**src/rtl/vga_frame_reader.sv**
```systemverilog
// Burst-read sequencer: walks a DDR frame buffer with fixed-length Avalon-MM
// burst reads and pushes the returned 128-bit words into the pixel FIFO.
module vga_frame_reader #(
  parameter int unsigned ADDR_W          = 32,
  parameter int unsigned BURST_LEN       = 16,
  parameter int unsigned FIFO_DEPTH      = 256,
  parameter int unsigned MAX_OUTSTANDING = 4
) (
  input  logic                          ddr_clk,
  input  logic                          ddr_reset_n,
  input  logic                          enable,
  input  logic [ADDR_W-1:0]             frame_base,
  input  logic [23:0]                   frame_words,
  input  logic [$clog2(FIFO_DEPTH):0]   fifo_wr_used,
  output logic [ADDR_W-1:0]             avm_address,
  output logic                          avm_read,
  output logic [$clog2(BURST_LEN):0]    avm_burstcount,
  input  logic                          avm_waitrequest,
  input  logic                          avm_readdatavalid,
  input  logic [127:0]                  avm_readdata,
  output logic                          fifo_wr_en,
  output logic [127:0]                  fifo_wr_data,
  output logic                          frame_done,
  output logic                          busy
);

  localparam int unsigned BC_W   = $clog2(BURST_LEN) + 1;
  localparam int unsigned CREDIT = MAX_OUTSTANDING * BURST_LEN;
  localparam int unsigned IF_W   = $clog2(CREDIT) + 1;

  typedef enum logic [1:0] {IDLE, RUN, DRAIN} state_t;

  state_t            state_q, state_d;
  logic [ADDR_W-1:0] cur_base_q, cur_base_d;
  logic [ADDR_W-1:0] addr_q, addr_d;
  logic [23:0]       req_cnt_q, req_cnt_d;
  logic [23:0]       rx_cnt_q, rx_cnt_d;
  logic [IF_W-1:0]   in_flight_q, in_flight_d;
  logic              read_q, read_d;
  logic              wr_en_q, wr_en_d;
  logic [127:0]      wr_data_q, wr_data_d;
  logic              done_q, done_d;

  logic              accept;
  logic              issue;
  logic [24:0]       req_next;
  logic [ADDR_W-1:0] req_addr;

  // Request address is derived from the frame base latched at the last wrap,
  // so a frame_base change only takes effect on the next frame.
  assign req_addr = cur_base_q + ADDR_W'({req_cnt_q, 4'b0000});
  assign req_next = {1'b0, req_cnt_q} + 25'(BURST_LEN);
  assign accept   = read_q && !avm_waitrequest;

  // Credit covers words already requested but not yet written, which also
  // absorbs the one-cycle lag of fifo_wr_used.
  assign issue = (state_q == RUN) && enable && !read_q
              && (32'(fifo_wr_used) + 32'(in_flight_q) + BURST_LEN <= FIFO_DEPTH)
              && (32'(in_flight_q) + BURST_LEN <= CREDIT);

  always_comb begin
    state_d     = state_q;
    cur_base_d  = cur_base_q;
    addr_d      = addr_q;
    req_cnt_d   = req_cnt_q;
    rx_cnt_d    = rx_cnt_q;
    read_d      = read_q;
    wr_en_d     = 1'b0;
    wr_data_d   = wr_data_q;
    done_d      = 1'b0;
    in_flight_d = in_flight_q + (accept ? IF_W'(BURST_LEN) : IF_W'(0)) - IF_W'(wr_en_q);

    case (state_q)
      IDLE: begin
        if (enable) begin
          state_d    = RUN;
          cur_base_d = frame_base;
          req_cnt_d  = '0;
          rx_cnt_d   = '0;
        end
      end
      RUN: begin
        if (!enable) state_d = DRAIN;
      end
      DRAIN: begin
        if (in_flight_q == '0 && !read_q) state_d = IDLE;
      end
      default: state_d = IDLE;
    endcase

    if (issue) begin
      read_d = 1'b1;
      addr_d = req_addr;
    end

    if (accept) begin
      read_d = 1'b0;
      if (req_next >= {1'b0, frame_words}) begin
        req_cnt_d  = '0;
        cur_base_d = frame_base;
      end else begin
        req_cnt_d = req_next[23:0];
      end
    end

    if (state_q != IDLE && avm_readdatavalid) begin
      wr_en_d   = 1'b1;
      wr_data_d = avm_readdata;
      if (rx_cnt_q == frame_words - 24'd1) begin
        rx_cnt_d = '0;
        done_d   = 1'b1;
      end else begin
        rx_cnt_d = rx_cnt_q + 24'd1;
      end
    end
  end

  always_ff @(posedge ddr_clk or negedge ddr_reset_n) begin
    if (!ddr_reset_n) begin
      state_q     <= IDLE;
      cur_base_q  <= '0;
      addr_q      <= '0;
      req_cnt_q   <= '0;
      rx_cnt_q    <= '0;
      in_flight_q <= '0;
      read_q      <= 1'b0;
      wr_en_q     <= 1'b0;
      wr_data_q   <= '0;
      done_q      <= 1'b0;
    end else begin
      state_q     <= state_d;
      cur_base_q  <= cur_base_d;
      addr_q      <= addr_d;
      req_cnt_q   <= req_cnt_d;
      rx_cnt_q    <= rx_cnt_d;
      in_flight_q <= in_flight_d;
      read_q      <= read_d;
      wr_en_q     <= wr_en_d;
      wr_data_q   <= wr_data_d;
      done_q      <= done_d;
    end
  end

  assign avm_address    = addr_q;
  assign avm_read       = read_q;
  assign avm_burstcount = BC_W'(BURST_LEN);
  assign fifo_wr_en     = wr_en_q;
  assign fifo_wr_data   = wr_data_q;
  assign frame_done     = done_q;
  assign busy           = (state_q != IDLE);

endmodule

```
**config.mk**
```make
export PLATFORM = sky130hd
export DESIGN_NAME = vga_frame_reader
export DESIGN_NICKNAME = d
export VERILOG_FILES = /design/src/rtl/vga_frame_reader.sv
export SDC_FILE = /design/constraint.sdc
export NUM_CORES = 1
export LEC_CHECK = 0
export ABC_AREA = 1
export BUFFER_PORTS_ARGS = -buffer_cell sky130_fd_sc_hd__buf_4
export CORE_ASPECT_RATIO = 1.5
export CORE_MARGIN = 4
export CORE_UTILIZATION = 54
export CTS_CLUSTER_SIZE = 16
export DETAILED_ROUTE_END_ITERATION = 6
export GPL_TIMING_DRIVEN = 0
export PLACE_DENSITY_LB_ADDON = 0.3
export SLEW_MARGIN = 5
export SYNTH_ARGS = -nofsm -noshare
export SYNTH_HDL_FRONTEND = slang
export SYNTH_SLANG_ARGS = --single-unit
```
**constraint.sdc**
```tcl
create_clock -name ddr_clk -period 3.9 [get_ports ddr_clk]
set_input_delay 0.195 -clock ddr_clk [delete_from_list [all_inputs] [get_ports ddr_clk]]
set_output_delay 0.195 -clock ddr_clk [all_outputs]
set_load 0.01 [all_outputs]
```
# Yosys cells after proc, flatten, opt, wreduce, memory -nomap -nowiden
# Cells that the tools add are included.
[classes] eq_ne=6 n_reduce_logical=20 add_sub_neg=9 n_lt_le_gt_ge=3 n_mux=20
[ops] operator="$mux W24" count=6
[ops] operator="$mux W32" count=4
[ops] operator="$add A32 B28 Y32" count=1
[ops] operator="$add A24 B5 Y25 const B" count=1
[ops] operator="$ge A25 B24 Y1" count=1
[ops] operator="$add A24 B1 Y24 const B" count=1
[ops] operator="$eq A24 B24 Y1" count=1
[ops] operator="$sub A24 B1 Y24 const B" count=1
[ops] operator="$reduce_bool A2 Y1" count=6
[ops] operator="$add A10 B5 Y11 const B" count=1
[ops] operator="$le A11 B9 Y1 const B" count=1
[ops] operator="$add A9 B7 Y10" count=1
[ops] operator="$add A7 B5 Y8 const B" count=1
[ops] operator="$le A8 B7 Y1 const B" count=1
[ops] operator="$add A7 B5 Y7" count=1
[ops] operator="$logic_and A1 B1 Y1" count=7
[ops] operator="$logic_not A7 Y1" count=1
[ops] operator="$sub A7 B1 Y7" count=1
[ops] operator="$mux W2" count=3
[ops] operator="$ne A2 B2 Y1 const B" count=3
[ops] operator="$pmux W2 S3" count=1
[ops] operator="$mux W1" count=5
[ops] operator="$mux W5" count=1
[ops] operator="$reduce_and A2 Y1" count=2
[ops] operator="5 further kinds" count=6
[totals] out_inout_bits=169 word_cells=68 reg_bits=252

# Longest topological paths before layout
[logic_depth] depth_word=7 ltp_mapped=24 ltp_nobuf=23

# Least setup slack after synthesis
# OpenSTA, ideal clock, no wires.
[synth_timing] path_type="reg-to-reg" from="register req_cnt_q[4]" to="register req_cnt_q[12]" period_less_slack_ns=2.930 arrival_time_ns=2.797 stages_incl_launch_ff=21 path_slack_ns=0.970 path_cell_list="dfrtp_1 > ha_1 > nand2_1 > nor2_2 > nand4_1 > nor3b_1 > xor2_1 > inv_1 > ha_1 > nand2_1 > nor2_1 > nand4_1 > inv_1 > nand2_1 > o21ai_0 > nor2_1 > nand3_2 > inv_1 > buf_2 > nand2_1 > o21ai_0"
[synth_via] elab_chain_len=4
[synth_lines] item="start, declared" line="36" text="logic [23:0] req_cnt_q, req_cnt_d;"
[synth_lines] item="start signal, assigned" line="134" text="req_cnt_q <= req_cnt_d;"
[synth_lines] item="$add A24 B5 Y25 (*)" line="52" text="assign req_next = {1'b0, req_cnt_q} + 25'(BURST_LEN);"
[synth_lines] item="$ge A25 B24 Y1" line="98" text="if (req_next >= {1'b0, frame_words}) begin"
[synth_lines] item="$mux W24 (*)" line="98"
[synth_lines] item="$mux W24 (*)" line="96" text="if (accept) begin"
# Every way passes the cells marked *; elsewhere a longest branch is shown, timed or not.
# A chain may end at the register's enable or synchronous reset.

# Final worst setup path
[layout_timing] from="register req_cnt_q[5]" to="register req_cnt_q[10]"
# Same word-level chain as after synthesis.

==> summary.md <==
| Metric | Value |
|---|---|
| Post-synth EDFFs | 0 |
| IO Count | 367 |
| Vias in the first global route | 16588 |
| Final period util | about nine tenths |
| Hold Path Class | input port to async pin |
| Starting Density | between 50% and 60% |
| Final Hold Vio Count | 0 |
| Actual slew at the worst max-slew pin | between 0.8 and 0.9 ns |
| DRT Pass-1 Iters | 7 |
| Layout cell share with drive strength beyond 1 | a little under a fifth |
| Max-cap viol count | 0 |
| Core box area | approximately 0.026 sq mm |
| Global route overflow | 0 |
| Clock Sink Count | roughly 250 |
| Synthesized flop and latch total | 248 |
| Fmax | roughly 0.28 GHz |
| Final setup vio count | 0 |
| Worst Path Max Fanout | 10 |
| Yosys top cell area share | a little over two fifths |
| Required time worst endpoint | approximately 4.3 ns |
| GRT Overall Usage | 34.4% |
| Ys async rst share | between 90% and 100% |
| WHS | 0.149 ns |
| Status | finished clean |
| CTS Buffer Depth | 3 |
| Largest family of logic cells by synthesized area | simple AND/OR/NAND/NOR gates |
| Pwr Density | 609 mW/mm^2 |
| CTS tree | yes |
| Unrepaired setup endpoints after global routing | false |
| Die height | ~210 um |
| Largest net degree at the start of global routing | 116 |
| Yosys top cell by area | dfrtp_1 |
| Commonest cells in the netlist | 844 x nand2_1, 248 x dfrtp_1, 198 x inv_1 |
| Yosys cell types | just over 40 |
| Post-synthesis adder-cell area fraction | 6.11% |
| # DRC | 0 |
| Synth Flop Type | dfrtp_1 |
| Die width | 141 um |
| Area grow syn2layout | 39.9% |
| Ys Warns | 0 |
| Worst slew margin | approximately 45% |
| Maximum vdd drop | ~0.54 mV |
| Clock skew | about 0.016 ns |
| Clock transition at path regs | 0.07 ns |
| CTS buffer count | 24 |
| Final nets | roughly 2800 |
| Initial DRC Count | 955 |
| Crit start category | flip-flop |
| Rows | 72 |
| Fin Setup TNS | 0 ns |
| Synth Instances | a little under 2000 |
| Synth Area in Compound Gates | between 4 and 5% |
| Worst setup path category | flip-flop to flip-flop |
| Area contributors post-synth | dfrtp_1 43%, nand2_1 22%, ha_1 5.8% |
| First-pass GRT wire length | between 80000 and 90000 um |
| Post-DP HPWL | 34600 um |
| Minimum clock period | between 3 and 4 ns |
| Remaining antenna violation count after routing | 0 |
| Most frequent cell after synthesis | nand2_1 |
| Multiplexer share of the synthesized area | 0% |
| Pins Over Slew Limit | 0 |
| Lkg Pwr | 11.0 nW |
| Routed WL | roughly 52000 um |
| Total power | around 0.012 W |
| Synth Area in Simple Gates | roughly a third |
| Mapped cell area | 0.0144 sq mm |
| Critical Path End Type | flip-flop |
| WL/cell | 17.9 um |
| Sequential fraction of the synthesis area | between 40% and 50% |
| Synth Area in XOR/XNOR | 4.20% |
| Root Driver | clkbuf_16 |
| Die Area | just under 0.03 sq mm |
| Initial antenna violation count | 1 |
| Vias per cell | around 5.4 |
| Synthesized area per cell | roughly 7.3 sq um |
| Critical path arrival | roughly 4.0 ns |
| Gpl congestion | just under 1 |
| # port buffers | approximately 360 |
| H-tree lvl count | 1 |
| Via count | ~15000 |
| Worst skew pair latency | about 0.54 ns |
[logic make-up after synthesis]
family | count (synthesis)
XOR/XNOR | 69
other | 2
AND/OR/NAND/NOR | 1192
AO/OA/AOI/OAI | 128
adder cells (fa/ha/maj) | 69
flip-flops | 248
buffers and inverters | 262
[state kept, by name (all words and copies together), names as in the netlist, 2 cells and up]
signal	cells
rx_cnt_q	24
state_q	2
avm_address	32
cur_base_q	32
req_cnt_q	20
in_flight_q	7
fifo_wr_data	128
[critical path, cell delays in order, from the launching register on]
cell,delay (ns)
dfrtp_2,0.42
ha_1,0.20
nand2_1,0.13
nor2_4,0.18
nand4_1,0.26
buf_4,0.23
nor2_1,0.10
xor2_1,0.19
inv_1,0.06
ha_1,0.29
a21oi_1,0.14
o21ai_0,0.09
a21oi_1,0.17
o21ai_0,0.11
nor2_1,0.13
buf_4,0.14
nand3_4,0.14
inv_1,0.12
buf_2,0.23
nand2_1,0.07
o21ai_0,0.08
[cells in the final DEF, fill, tap and decap left out, drive strengths merged, types with 4 or more instances in the layout]
cell type    instances
nand2              848
buf                392
dfrtp              248
inv                200
dlygate4sd3        162
nor2               135
nand3              134
clkbuf              73
ha                  67
o21ai               56
a21oi               52
xor2                42
nand4               30
xnor2               27
nor3                21
nand3b               7
o22ai                6
and2                 5
conb                 5
a21o                 4
nor4                 4
clkinv               4
[worst paths after layout]
check | startpoint | end | slack [ns] | cells past startpoint
setup / recovery | req_cnt_q[5] | req_cnt_q[10] | 0.34 | 20
hold / removal | ddr_reset_n | in_flight_q[2] | 0.15 | 2
setup reg to reg | req_cnt_q[5] | req_cnt_q[10] | 0.34 | 20
hold reg to reg | state_q[1] | state_q[0] | 0.47 | 1
max in group asynchronous | ddr_reset_n | fifo_wr_data[88] | 2.42 | 4
min in group ddr_clk | avm_waitrequest | avm_read | 0.19 | 3
[layer usage]
metal	share of wire [%]	vias to the layer above	track usage (%)
met3	5.8	282	5.09
met2	52	745	62.7
met4	9.5	0	25.9
met1	33	7132	34.4
li1	-	7275	-
met5	0	-	0
[stage by stage]
step,setup WS (ns),cell area [sq um],instances,utilization (%)
floorplan,0.970,14400,1973,-
global placement,0.0881,17500,2667,67.3
detailed placement,0.0666,17600,2669,67.5
CTS,0.0370,20000,2875,77.0
global route,0.0195,20100,2880,77.2
finish,0.342,20100,2880,77.2
[report_power, final]
part           switching [W]  internal (W)  total (W)
registers           0.000774       0.00360    0.00438
logic                0.00304       0.00229    0.00534
clock network        0.00104       0.00149    0.00253
[final cells by class]
cell class	count	area, sq um
multi-input combinational	1463	7140
sequential	248	6210
fill	1728	5930
timing repair buffer	529	4420
inverter	200	751
clock buffer	36	727
tap	333	417
buffer	62	317
clock inverter	8	118
antenna	1	2.50
[timing repair]
| item | in CTS | in global routing |
|---|---|---|
| hold endpoints to repair | 216 | 0 |
| hold buffers | 162 | 0 |
| setup endpoints to repair | 0 | 48 |
| setup buffers | 0 | 4 |
| resized for setup | 0 | 9 |
(Power assumes the default switching activity.)
